## config.mk

```make
export PLATFORM = sky130hd
export DESIGN_NAME = reg_bank_write_arbiter
export DESIGN_NICKNAME = d
export VERILOG_FILES = /design/src/rtl/reg_bank_write_arbiter.sv
export SDC_FILE = /design/constraint.sdc
export NUM_CORES = 1
export LEC_CHECK = 0
export CAP_MARGIN = 20
export CORE_MARGIN = 3
export CORE_UTILIZATION = 45
export DETAILED_ROUTE_END_ITERATION = 7
export GPL_TIMING_DRIVEN = 1
export PLACE_DENSITY = 0.73
export SYNTH_ARGS = -nofsm -noshare
export SYNTH_HDL_FRONTEND = slang
export SYNTH_SLANG_ARGS = --single-unit
```

## constraint.sdc

```tcl
create_clock -name clk -period 4.1 [get_ports clk]
set_clock_uncertainty 0.15 [all_clocks]
set_input_delay 0.82 -clock clk [delete_from_list [all_inputs] [get_ports clk]]
set_output_delay 0.82 -clock clk [all_outputs]
set_load 0.05 [all_outputs]
```

## src/rtl/reg_bank_write_arbiter.sv

```systemverilog
// Write arbiter and sequencer for a small shared register bank, with a combinational read port.
// Selection is round-robin by default; define ARB_FIXED_PRIO_EN for lowest-index-first selection.
module reg_bank_write_arbiter #(
    parameter int NUM_REQ = 4,
    parameter int DATA_W  = 8,
    parameter int ADDR_W  = 2
) (
    input  logic                      clk,
    input  logic                      reset,
    input  logic [NUM_REQ-1:0]        req,
    input  logic [NUM_REQ*ADDR_W-1:0] req_addr,
    input  logic [NUM_REQ*DATA_W-1:0] req_data,
    output logic [NUM_REQ-1:0]        gnt,
    output logic [NUM_REQ-1:0]        ack,
    output logic                      busy,
    input  logic [ADDR_W-1:0]         rd_addr,
    output logic [DATA_W-1:0]         rd_data
);

    localparam int                 IDX_W   = $clog2(NUM_REQ);
    localparam int                 DEPTH   = 1 << ADDR_W;
    localparam logic [NUM_REQ-1:0] ONE_REQ = NUM_REQ'(1);

    typedef enum logic [1:0] {
        ST_IDLE  = 2'd0,
        ST_GRANT = 2'd1,
        ST_WRITE = 2'd2
    } state_t;

    state_t             state_r;
    state_t             state_nx_s;
    logic [NUM_REQ-1:0] gnt_r;
    logic [NUM_REQ-1:0] gnt_nx_s;
    logic [NUM_REQ-1:0] ack_r;
    logic [NUM_REQ-1:0] ack_nx_s;
    logic               busy_r;
    logic               busy_nx_s;
    logic [IDX_W-1:0]   win_r;
    logic [IDX_W-1:0]   win_nx_s;
    logic [IDX_W-1:0]   rr_ptr_r;
    logic [IDX_W-1:0]   rr_ptr_nx_s;
    logic [ADDR_W-1:0]  lat_addr_r;
    logic [ADDR_W-1:0]  lat_addr_nx_s;
    logic [DATA_W-1:0]  lat_data_r;
    logic [DATA_W-1:0]  lat_data_nx_s;
    logic [NUM_REQ-1:0] sel_req_s;
    logic [IDX_W-1:0]   sel_start_s;
    logic               sel_found_s;
    logic [IDX_W-1:0]   sel_idx_s;
    logic               bank_we_s;
    logic [DATA_W-1:0]  bank_r [DEPTH];
    logic [ADDR_W-1:0]  addr_a_s [NUM_REQ];
    logic [DATA_W-1:0]  data_a_s [NUM_REQ];
`ifndef ARB_FIXED_PRIO_EN
    logic [IDX_W-1:0]   ptr_after_win_s;
`endif

    // Returns {found, index} of the first set bit scanning upward from start, wrapping.
    function automatic logic [IDX_W:0] pick_first(input logic [NUM_REQ-1:0] req_v,
                                                  input logic [IDX_W-1:0]   start);
        logic [IDX_W:0]   res;
        logic [IDX_W-1:0] pos;
        res = {(IDX_W+1){1'b0}};
        for (int k = NUM_REQ - 1; k >= 0; k--) begin
            pos = IDX_W'((int'(start) + k) % NUM_REQ);
            if (req_v[pos]) begin
                res = {1'b1, pos};
            end
        end
        return res;
    endfunction

    for (genvar i = 0; i < NUM_REQ; i++) begin : g_unpack
        assign addr_a_s[i] = req_addr[i*ADDR_W +: ADDR_W];
        assign data_a_s[i] = req_data[i*DATA_W +: DATA_W];
    end

`ifndef ARB_FIXED_PRIO_EN
    assign ptr_after_win_s = (win_r == IDX_W'(NUM_REQ - 1)) ? {IDX_W{1'b0}} : win_r + IDX_W'(1);
`endif

    // Candidate set and scan origin; the write cycle excludes the current winner.
    always_comb begin
        sel_req_s   = req;
        sel_start_s = rr_ptr_r;
        if (state_r == ST_WRITE) begin
            sel_req_s = req & ~(ONE_REQ << win_r);
`ifdef ARB_FIXED_PRIO_EN
            sel_start_s = {IDX_W{1'b0}};
`else
            sel_start_s = ptr_after_win_s;
`endif
        end else begin
            sel_req_s   = req;
            sel_start_s = rr_ptr_r;
        end
        {sel_found_s, sel_idx_s} = pick_first(sel_req_s, sel_start_s);
    end

    // State register.
    always_ff @(posedge clk) begin
        if (reset) begin
            state_r <= ST_IDLE;
        end else begin
            state_r <= state_nx_s;
        end
    end

    // Next-state logic.
    always_comb begin
        state_nx_s = state_r;
        case (state_r)
            ST_IDLE: begin
                if (sel_found_s) begin
                    state_nx_s = ST_GRANT;
                end else begin
                    state_nx_s = ST_IDLE;
                end
            end
            ST_GRANT: state_nx_s = ST_WRITE;
            ST_WRITE: begin
                if (sel_found_s) begin
                    state_nx_s = ST_GRANT;
                end else begin
                    state_nx_s = ST_IDLE;
                end
            end
            default: state_nx_s = ST_IDLE;
        endcase
    end

    // Next values of grant, ack, latched request and pointer, plus the bank write strobe.
    always_comb begin
        gnt_nx_s      = {NUM_REQ{1'b0}};
        ack_nx_s      = {NUM_REQ{1'b0}};
        win_nx_s      = win_r;
        lat_addr_nx_s = lat_addr_r;
        lat_data_nx_s = lat_data_r;
        rr_ptr_nx_s   = rr_ptr_r;
        bank_we_s     = 1'b0;
        case (state_r)
            ST_IDLE: begin
                if (sel_found_s) begin
                    gnt_nx_s      = ONE_REQ << sel_idx_s;
                    win_nx_s      = sel_idx_s;
                    lat_addr_nx_s = addr_a_s[sel_idx_s];
                    lat_data_nx_s = data_a_s[sel_idx_s];
                end else begin
                    gnt_nx_s = {NUM_REQ{1'b0}};
                end
            end
            ST_GRANT: begin
                gnt_nx_s = gnt_r;
            end
            ST_WRITE: begin
                bank_we_s = 1'b1;
                ack_nx_s  = gnt_r;
`ifdef ARB_FIXED_PRIO_EN
                rr_ptr_nx_s = {IDX_W{1'b0}};
`else
                rr_ptr_nx_s = ptr_after_win_s;
`endif
                if (sel_found_s) begin
                    gnt_nx_s      = ONE_REQ << sel_idx_s;
                    win_nx_s      = sel_idx_s;
                    lat_addr_nx_s = addr_a_s[sel_idx_s];
                    lat_data_nx_s = data_a_s[sel_idx_s];
                end else begin
                    gnt_nx_s = {NUM_REQ{1'b0}};
                end
            end
            default: begin
                gnt_nx_s = {NUM_REQ{1'b0}};
            end
        endcase
        busy_nx_s = (state_nx_s != ST_IDLE);
    end

    // Registered outputs and latched request.
    always_ff @(posedge clk) begin
        if (reset) begin
            gnt_r      <= {NUM_REQ{1'b0}};
            ack_r      <= {NUM_REQ{1'b0}};
            busy_r     <= 1'b0;
            win_r      <= {IDX_W{1'b0}};
            rr_ptr_r   <= {IDX_W{1'b0}};
            lat_addr_r <= {ADDR_W{1'b0}};
            lat_data_r <= {DATA_W{1'b0}};
        end else begin
            gnt_r      <= gnt_nx_s;
            ack_r      <= ack_nx_s;
            busy_r     <= busy_nx_s;
            win_r      <= win_nx_s;
            rr_ptr_r   <= rr_ptr_nx_s;
            lat_addr_r <= lat_addr_nx_s;
            lat_data_r <= lat_data_nx_s;
        end
    end

    // Register bank; reset wins over a write in the same cycle.
    always_ff @(posedge clk) begin
        if (reset) begin
            for (int i = 0; i < DEPTH; i++) begin
                bank_r[i] <= {DATA_W{1'b0}};
            end
        end else if (bank_we_s) begin
            bank_r[lat_addr_r] <= lat_data_r;
        end
    end

    assign gnt     = gnt_r;
    assign ack     = ack_r;
    assign busy    = busy_r;
    assign rd_data = bank_r[rd_addr];

endmodule

```

**Word-level counts from Yosys, hierarchy flattened**

Memory sizes are Yosys's and may differ from the RTL's.
Index checks and enable logic that the tools add are counted.
Widths: inputs -> output; s select.

- Bits in latches: 0
- RAM bits: 32
- Memories kept: 1
- Input port bits: 48
- Word-level logic and storage cells: 67
- Bits in registers: 25
- Memory bits (read-only): 0
- Output and inout port bits: 17

- Magnitude comparators: 5
- Divide/modulo/power cells: 0
- $mul: 0
- Shifts and indexed selects: 2
- Add/sub/neg operators: 4
- Reduce and logical (&&, ||, !) cells: 6
- Equal/unequal tests: 3
- Bitwise logic cells: 4
- Multiplexer cells: 34

Memories:

| memory | depth | width | read ports | clocked after Yosys merged registers in | wr ports | line | RTL |
|---|---|---|---|---|---|---|---|
| bank_r | 4 | 8 | 1 | 0 | 4 | 51 | `logic [DATA_W-1:0] bank_r [DEPTH];` |

Operators by type and width:

| operator | number |
|---|---|
| $mux 8 | 3 |
| $bmux 8 s2 | 1 |
| $lt 2x3->1 const B | 4 |
| $mux 1 | 12 |
| $mux 3 | 4 |
| $mux 2 | 5 |
| $bmux 1 s2 | 4 |
| $mux 4 | 2 |
| $pmux 4 s2 | 1 |
| $reduce_or 8->1 | 1 |
| $shl 1x2->4 const A | 2 |
| $add 2x1->2 const B | 2 |
| $add 2x2->2 const B | 2 |
| $and 4x4->4 | 1 |
| $bmux 2 s2 | 1 |
| $eq 2x2->1 const B | 2 |
| $not 4->4 | 1 |
| $pmux 2 s2 | 1 |
| $reduce_or 2->1 | 2 |
| $ge 3x3->1 const B | 1 |
| $not 2->3 | 1 |
| $eq 2x1->1 const B | 1 |
| $logic_not 2->1 | 1 |
| $reduce_and 2->1 | 1 |
| other kinds (2) | 2 |

**Depth between registers and ports, before layout**

Gate-level depths: netlist (run 1).

- Word-level depth: 14
- Gate-level depth with buffers: 11
- Mapped depth without buffers: 8

**Worst setup path after synthesis (run 1)**

Ideal clock, no wire load.

- Path type: in2out
- From: in rd_addr[0]
- To: out rd_data[0]
- Buffers on the path: 1
- Data required time: 3130 ps
- Slack: 1166 ps
- Arrival: 1964 ps
- Cell stages on the path: 2
- Cells stage by stage: clkbuf_1 > mux4_2

- Cells in the longest elaborated chain, start to end: 1

RTL lines:

| item | line | RTL |
|---|---|---|
| from (decl) | 16 | `input logic [ADDR_W-1:0] rd_addr,` |
| $mem_v2 4x8 | -- |  |
| to (decl) | 17 | `output logic [DATA_W-1:0] rd_data` |

No other way between the ends.

**Worst setup path after layout (run 1)**

- From: in rd_addr[0]
- To: out rd_data[7]

The elaborated chain is that of the path after synthesis.

==> flow_summary.toml, run 1 <==
[run_status]
status = "completed"

[floorplan]
initial_core_util = 0.472
die_w_um = 85.5
core_um2 = 6030
num_rows = 28
die_h_um = 85.5
dieArea_um2 = 7310
io_pins = 65

[sta]
fmax_ghz = 0.292
relSlewSlack = 0.474
hold_viol = 0
rsz0062_at_grt = "no"
setup_viol = 0
min_period_ns = 3.42
setup_slack_ns = 0.677
finalCritPeriodShare = 0.835
worst_pin_slew_ns = 0.786
report.final.slew_viol_count = 0
fin_tns_setup_ns = 0

[clock_network]
postCtsHoldBufs = 0
cts_made_buffers = 9
cts_tree = "done"
worstSkewPairLatency_ns = 0.33
cts.path.max_buffers = 2
cts_setup_buffers = 0
cts-htree-levels = 3
clock_sinks = 57
clk_pin_slew_ns = 0.07
ctsResizeCount = 0
cts.root.buffer_cell = "clkbuf_8"

[critical_path]
critPathMaxFanout = 8
startpoint_type = "input port"
crit_arrival_ns = 2.45
required_ns = 3.13
critical_path_class = "input port to output port"
worstSetupEndpointType = "output port"

[global_routing]
grt_pass1_wl_um = 10900
grt_max_degree = 25
grt-ovfl-total = 0
first_global_vias = 2145
gr-usage-all-layers = 0.195
antenna_found_initial = 0

[place]
placed_cell_area_um2 = 3510
placement.io_buffers = 64
hpwl_um = 4730
dp_slack_ns = 0.629
place_congestion = 0.836

[synthesis]
ys_seq_area_frac = 0.514
postSynthCellCount = 237
ys_async_sr_fraction = 0
ys_ff_latch = 57
synth_ff_type = "edfxtp_1"
syn_avg_cell_area_um2 = 12.0
ys_types = 49
syn_area_um2 = 2850
synth-edff-count = 32
yosysWarnings = 0
synth.net_count = 289

[hold_path]
hold_class = "register to register"

[routing]
dr.pass1.iters = 4
top_layer = "met4"
wl_met2_um = 3290
drc = 0
vias = 2150
ant_nets = 0
wl_um = 6620
drt_iter0_drc = 143
wl_met3_um = 415
vias_per_cell = 5.60
m1WireLength_um = 2800
wl_per_cell_um = 17.2

[power_and_ir_drop]
total_power_mw = 1.50
ir_worst_vdd_mv = 0.293
leakage_nw = 1.41
power_density_nw_per_um2 = 402

[finish]
nets = 356
syn2layout_area_growth_pct = 31.4
multi_input_area_um2 = 1270
n_fill_cell = 528
ff_latch_area_um2 = 1460
fin_area_um2 = 3740
num_antenna_cells = 0
drive_gt1_frac = 0.168

[run]
maxCapViolCount = 0
[worst paths after layout]
check | slack, ns | from | endpoint | cells after the start
setup / recovery | 0.68 | rd_addr[0] | rd_data[7] | 3
hold / removal | 0.35 | gnt[1] | ack[1] | 1
setup reg to reg | 1.22 | state_r[0] | lat_data_r[0] | 7
hold reg to reg | 0.35 | gnt[1] | ack[1] | 1
[critical path: stages]
cell and delay [ns]:
clkdlybuf4s50_1 0.85, mux4_2 0.58, buf_4 0.20
[layout by cell type (no fill, tap or decap), drive strengths merged, types with 2 or more instances in the layout]
master / count
clkdlybuf4s50: 56
edfxtp: 32
mux2i: 14
a22o: 3
nor4b: 3
nand3b: 7
o22ai: 3
ha: 4
and4: 3
clkbuf: 9
mux4: 8
nand2: 3
o21ai: 8
inv: 10
a2111oi: 3
nand2b: 3
a21boi: 2
buf: 12
and3b: 3
a31oi: 3
bufinv: 2
nor2: 10
dfxtp: 25
nand3: 4
nand4: 3
or2: 4
and2: 36
a311oi: 3
clkinv: 3
a21oi: 7
and3: 3
o221ai: 7
[cell families (layout without fill, tap and decap cells)]
group                    count (synthesis)  after routing  share of synthesized area
flip-flops                              57             57                      0.514
adder cells (fa/ha/maj)                  4              4                     0.0176
multiplexers                            22             22                      0.113
AO/OA/AOI/OAI                           45             45                      0.116
AND/OR/NAND/NOR                         88             88                      0.201
buffers and inverters                   21             93                     0.0391
[stage by stage]
| stage | cells | util | hold slack, ns |
|---|---|---|---|
| 2_1_floorplan | 237 | - | 0.343 |
| 3_3_place_gp | 368 | 0.583 | 0.328 |
| 3_5_place_dp | 368 | 0.583 | 0.327 |
| 4_1_cts | 384 | 0.620 | 0.350 |
| 5_1_grt | 384 | 0.620 | 0.375 |
| 6_report | 384 | 0.620 | 0.349 |
[power breakdown]
group	switching (mW)	internal, mW
clock	0.238	0.347
combinational	0.135	0.117
sequential	0.0292	0.639
total	0.402	1.10
[Yosys cell counts (2+ instances only)]
cell / instances / area share
and2_1: 36 / 0.079
inv_1: 9 / 0.012
o221ai_1: 7 / 0.022
mux2i_1: 14 / 0.049
a21oi_1: 6 / 0.011
dfxtp_1: 25 / 0.18
o21ai_1: 3 / 0.0053
mux4_2: 8 / 0.063
a31oi_1: 3 / 0.0066
and3b_1: 2 / 0.0062
nor4b_1: 2 / 0.0062
o21ai_0: 5 / 0.0088
a22o_1: 3 / 0.0092
nand3b_1: 7 / 0.018
nand4_1: 3 / 0.0066
a2111oi_0: 3 / 0.0092
o22ai_1: 3 / 0.0066
a21boi_0: 2 / 0.0053
a311oi_1: 3 / 0.0092
buf_6: 2 / 0.0079
or2_2: 4 / 0.0088
and4_2: 3 / 0.011
nand2_1: 3 / 0.0040
buf_1: 2 / 0.0026
nand2b_1: 2 / 0.0044
nor2_1: 10 / 0.013
ha_1: 4 / 0.018
and3_1: 3 / 0.0066
nand3_1: 4 / 0.0070
clkbuf_1: 6 / 0.0079
edfxtp_1: 32 / 0.34
[routing by layer]
metal	up-vias	GRT usage
li1	1035	-
met1	1018	0.254
met2	84	0.311
met3	13	0.0605
met4	0	0.0647
met5	-	0
[sequential cells by signal, summed over array words and instances, names as in the netlist]
| register | cells |
|---|---|
| state_r | 2 |
| gnt | 4 |
| lat_addr_r | 2 |
| bank_r | 32 |
| lat_data_r | 8 |
| ack | 4 |
| win_r | 2 |
| rr_ptr_r | 2 |
| busy | 1 |
[final cells by class]
cell class | count | area share
flip-flops and latches | 57 | 0.391
multi-input cells | 159 | 0.340
repair buffers | 68 | 0.174
clock buffers | 9 | 0.0331
clock inverters | 7 | 0.0274
well taps | 75 | 0.0251
inverters | 9 | 0.00904
(Power assumes the default switching activity.)
==> inputs of run 2 (changes only) <==
--- a/config.mk
+++ b/config.mk
@@ -10,7 +10,7 @@
 export CORE_UTILIZATION = 45
 export DETAILED_ROUTE_END_ITERATION = 7
 export GPL_TIMING_DRIVEN = 1
-export PLACE_DENSITY = 0.73
+export PLACE_DENSITY = 0.76
 export SYNTH_ARGS = -nofsm -noshare
 export SYNTH_HDL_FRONTEND = slang
 export SYNTH_SLANG_ARGS = --single-unit
==> constraint.sdc (replaced) <==
create_clock -name clk -period 3.01 [get_ports clk]
set_clock_uncertainty 0.15 [all_clocks]
set_input_delay 0.602 -clock clk [delete_from_list [all_inputs] [get_ports clk]]
set_output_delay 0.602 -clock clk [all_outputs]
set_load 0.05 [all_outputs]
==> run 2 against run 1 <==
Critical endpoint is now lat_data_r[0]. Largest cell class unchanged. Setup slack lost 0.43 ns. Clock power increased by 17%. Via count up 1.0%. Combinational power rose by 41%.
==> flow_summary.toml, run 2 (synthesized netlist as in run 1, its figures left out) <==
[floorplan]
io_pins = 65
initial_core_util = 0.472
dieArea_um2 = 7310
die_w_um = 85.5
die_h_um = 85.5
num_rows = 28
core_um2 = 6030

[power_and_ir_drop]
power_density_nw_per_um2 = 515
p_comb_frac = 0.183
leakage_nw = 1.44
power.share.clock = 0.350
p_switching_uw = 516
seqPwrFrac = 0.467
intPower_mw = 1.43
ir_worst_vdd_mv = 0.277
switching_share = 0.265

[clock_network]
worstSkewPairLatency_ns = 0.33
cts_setup_buffers = 0
clk_pin_slew_ns = 0.06
cts.path.max_buffers = 2
cts-htree-levels = 3
cts.root.buffer_cell = "clkbuf_8"
cts_tree = "done"
clock_sinks = 57
cts_made_buffers = 9

[routing]
drc = 0
dr.pass1.iters = 4
wl_um = 6490
vias = 2172
drt_iter0_drc = 138
vias_per_cell = 5.54
ant_nets = 0
wl_per_cell_um = 16.6

[run_status]
status = "completed"

[sta]
hold_viol = 0
finalCritPeriodShare = 0.919
holdWs_ns = 0.354
fmax_ghz = 0.362
min_period_ns = 2.77
rsz0062_at_grt = "no"
relSlewSlack = 0.589
fin_tns_setup_ns = 0
report.final.slew_viol_count = 0
setup_viol = 0
worst_pin_slew_ns = 0.615

[finish]
final_common_cell = "clkdlybuf4s50_1"
fin_cells = 392
top_register = "bank_r"
multi_input_area_um2 = 1280
drive_gt1_frac = 0.186
layout_common_cells = "56 x clkdlybuf4s50_1, 36 x and2_1, 32 x edfxtp_1"
reg_top3 = "bank_r (32), lat_data_r (8)"
nets = 364
largest_reg_flops = 32
n_fill_cell = 497
syn2layout_area_growth_pct = 32.9
ff_latch_area_um2 = 1460
num_antenna_cells = 0

[critical_path]
critPathMaxFanout = 8
crit_arrival_ns = 2.85
worstSetupEndpointType = "register"
required_ns = 3.10
critical_path_class = "register to register"
startpoint_type = "register"

[place]
hpwl_um = 4820
place_congestion = 0.855
dp.cells = 376
placement.io_buffers = 64

[global_routing]
first_global_vias = 2161
gr-usage-all-layers = 0.186
grt-ovfl-total = 0
antenna_found_initial = 0
grt_max_degree = 15
grt_pass1_wl_um = 10500

[hold_path]
hold_class = "register to register"

[run]
maxCapViolCount = 0
[run 2: changes by cell type in the layout (fill, tap and decap cells not counted), moves of 2 or more]
| cell | change |
|---|---|
| clkbuf_8 | +2 |
| clkinv_4 | -3 |
| clkinv_2 | +2 |
| buf_4 | +7 |
| clkbuf_1 | +2 |
| bufinv_16 | -2 |
[run 2: power groups by stage]
stage	combinational [mW]	sequential, mW	clock [mW]
6_report	0.356	0.910	0.683
3_5_place_dp	0.355	0.926	0
2_1_floorplan	0.207	0.930	0
4_1_cts	0.356	0.910	0.691
5_1_grt	0.384	0.917	0.717
3_3_place_gp	0.349	0.924	0
[run 2: final timing paths]
path | slack [ns] | start | to | depth (start not counted)
max | 0.24 | win_r[0] | lat_data_r[0] | 8
min | 0.35 | gnt[1] | ack[1] | 1
max reg2reg | 0.24 | win_r[0] | lat_data_r[0] | 8
min reg2reg | 0.35 | gnt[1] | ack[1] | 1
[run 2: through the flow]
| step | setup slack (ns) | total power, mW | cell area (um^2) | utilization |
|---|---|---|---|---|
| final | 0.245 | 1.95 | 3780 | 0.628 |
| after global routing | 0.0473 | 2.02 | 3780 | 0.628 |
| after CTS | 0.141 | 1.96 | 3780 | 0.627 |
| after detailed placement | 0.0976 | 1.28 | 3580 | 0.595 |
| after global placement | 0.191 | 1.27 | 3580 | 0.595 |
| after floorplan | 0.440 | 1.14 | 2850 | - |
[run 2: critical path: stages, from the launching register on]
cell	delay, ns
dfxtp_1	0.43
inv_1	0.09
ha_1	0.29
and3b_2	0.23
a21oi_2	0.29
o21ai_0	0.18
a22oi_1	0.35
nand3_1	0.36
o221ai_1	0.30
[run 2: what timing repair did]
| item | CTS | global route |
|---|---|---|
| endpoints found under the hold margin | 0 | 0 |
| setup endpoints to repair | 0 | 9 |
| hold buffers | 0 | 0 |
| resized for setup | 0 | 1 |
[run 2: cell type report]
cell class	instances	share of cell area
clock inverter	2	0.00265
clock buffer	14	0.0486
multi-input combinational	159	0.337
timing repair buffer	76	0.191
sequential	57	0.386
inverter	9	0.00893
tap	75	0.0248
[run 2: routing by layer]
layer / global-route usage / vias to the layer above / part of all wire
li1: - / 1053 / -
met3: 0.0403 / 10 / 0.069
met1: 0.251 / 1023 / 0.44
met2: 0.290 / 86 / 0.47
met5: 0 / - / 0
met4: 0.0791 / 0 / 0.018
==> inputs of run 3 (changes only) <==
--- a/config.mk
+++ b/config.mk
@@ -6,11 +6,11 @@
 export NUM_CORES = 1
 export LEC_CHECK = 0
 export CAP_MARGIN = 20
-export CORE_MARGIN = 3
+export CORE_MARGIN = 2
 export CORE_UTILIZATION = 45
 export DETAILED_ROUTE_END_ITERATION = 7
 export GPL_TIMING_DRIVEN = 1
-export PLACE_DENSITY = 0.76
+export PLACE_DENSITY = 0.86
 export SYNTH_ARGS = -nofsm -noshare
 export SYNTH_HDL_FRONTEND = slang
 export SYNTH_SLANG_ARGS = --single-unit
==> run 3 against run 2 <==
First-iteration DRC count is 8.0% lower. Hold slack hardly changed. Combinational power hardly changed. Via count is 0.78% lower. Fmax hardly changed. Design area is 0.89% higher. Die area is 4.6% lower. Sequential share of layout area is 0.34 points lower. Total power is 6.8% higher. Cell count stayed put. Critical endpoint is now lat_data_r[4]. Largest cell class unchanged. Largest power group unchanged.
==> flow_summary.toml, run 3 (synthesized netlist as in run 1, its figures left out) <==
[sta]
setup_viol = 0
min_period_ns = 2.77
relSlewSlack = 0.615
finalCritPeriodShare = 0.919
rsz0062_at_grt = "no"
fin_tns_setup_ns = 0
hold_viol = 0
report.final.slew_viol_count = 0
worst_pin_slew_ns = 0.570
fmax_ghz = 0.361

[power_and_ir_drop]
power_density_nw_per_um2 = 545
ir_worst_vdd_mv = 0.370
leakage_nw = 1.45

[place]
hpwl_um = 4970
placed_cell_area_um2 = 3580
place_congestion = 0.869
placement.io_buffers = 64
dp.cells = 376

[floorplan]
die_w_um = 83.5
dieArea_um2 = 6970
die_h_um = 83.5
initial_core_util = 0.472
io_pins = 65
num_rows = 28
core_um2 = 6030

[finish]
syn2layout_area_growth_pct = 34.1
drive_gt1_frac = 0.192
top_register = "bank_r"
nets = 364
layout_common_cells = "56 x clkdlybuf4s50_1, 36 x and2_1, 32 x edfxtp_1"
reg_top3 = "bank_r (32), lat_data_r (8)"
final_core_util = 0.633
num_antenna_cells = 0
largest_reg_flops = 32
fin_area_um2 = 3820
fin_cells = 392
final_common_cell = "clkdlybuf4s50_1"

[critical_path]
critPathSlowestCell = "dfxtp_1"
startpoint_type = "register"
cpPeakStageDelay_ns = 0.46
critPathMaxFanout = 8
crit_start = "win_r[0]"
critical_path_class = "register to register"
reg2reg_slack_ns = 0.24
crit_arrival_ns = 2.87
path_cells = "inv_1, ha_1, and3b_2, a21oi_2, o21ai_0, a22oi_1, nand3_1, o221ai_1"
r2r-end = "lat_data_r[4]"
required_ns = 3.11
worstSetupEndpointType = "register"
r2r_cells = 8
r2r_start = "win_r[0]"

[routing]
vias = 2155
drt_iter0_drc = 127
drc = 0
dr.pass1.iters = 4
ant_nets = 0
wl_um = 6640
vias_per_cell = 5.50
wl_per_cell_um = 16.9

[run_status]
status = "completed"

[clock_network]
worstSkewPairLatency_ns = 0.33
cts.path.max_buffers = 2
clk_pin_slew_ns = 0.07
cts_tree = "done"
cts.root.buffer_cell = "clkbuf_8"
cts_made_buffers = 9
cts_setup_buffers = 0
cts-htree-levels = 3
clock_sinks = 57

[run]
maxCapViolCount = 0

[global_routing]
grt_max_degree = 18
antenna_found_initial = 0
gr-usage-all-layers = 0.192
first_global_vias = 2197
grt-ovfl-total = 0
grt_pass1_wl_um = 10600

[hold_path]
hold_path_depth = 1
min_to = "ack[1]"
hold_class = "register to register"
holdCritStartpoint = "gnt[1]"
## run 3: final cells by class
type / count / area (um^2)
clock buffer: 9 / 124
sequential: 57 / 1460
tap: 75 / 93.8
multi-input combinational: 159 / 1280
inverter: 9 / 33.8
timing repair buffer: 76 / 723
fill: 482 / 2210
clock inverter: 7 / 103
## run 3: worst max-delay path, delay by kind of cell (launching register included)
family / cells / cell delay [ns]
AO/OA/AOI/OAI: 4 / 1.09
AND/OR/NAND/NOR: 2 / 0.58
flip-flops: 1 / 0.46
adder cells (fa/ha/maj): 1 / 0.30
buffers and inverters: 1 / 0.10
## run 3: worst max path at each step
stage	to	slack [ns]	cells past startpoint
5_1_grt	lat_data_r[4]	0.002	8
4_1_cts	lat_data_r[4]	0.22	8
3_5_place_dp	lat_addr_r[0]	0.18	7
2_1_floorplan	lat_addr_r[1]	0.44	10
3_3_place_gp	lat_addr_r[0]	0.22	7
6_report	lat_data_r[4]	0.24	8
## run 3: metal layers
| metal | vias to the layer above | wire length, um | share of wire | GRT usage |
|---|---|---|---|---|
| met5 | - | 0 | 0 | 0 |
| met4 | 0 | 110 | 0.017 | 0.0674 |
| met3 | 10 | 354 | 0.053 | 0.0445 |
| met2 | 75 | 3270 | 0.49 | 0.323 |
| met1 | 1015 | 2900 | 0.44 | 0.244 |
| li1 | 1055 | - | - | - |
## run 3: what timing repair did
| item | 4_1_cts | 5_1_grt |
|---|---|---|
| resized for setup | 0 | 2 |
| setup endpoints to repair | 0 | 9 |
| endpoints found under the hold margin | 0 | 0 |
| hold buffers | 0 | 0 |
## run 3: metrics by stage
| step | power, mW | hold slack (ns) | setup slack, ns |
|---|---|---|---|
| floorplan | 1.14 | 0.343 | 0.440 |
| global placement | 1.27 | 0.326 | 0.219 |
| detailed placement | 1.28 | 0.331 | 0.178 |
| CTS | 2.09 | 0.358 | 0.216 |
| global route | 2.16 | 0.363 | 0.00206 |
| finish | 2.08 | 0.354 | 0.243 |
## run 3: power breakdown
group	internal (mW)	total, mW	switching [mW]
Combinational	0.172	0.358	0.186
Clock	0.474	0.814	0.340
Sequential	0.870	0.909	0.0396
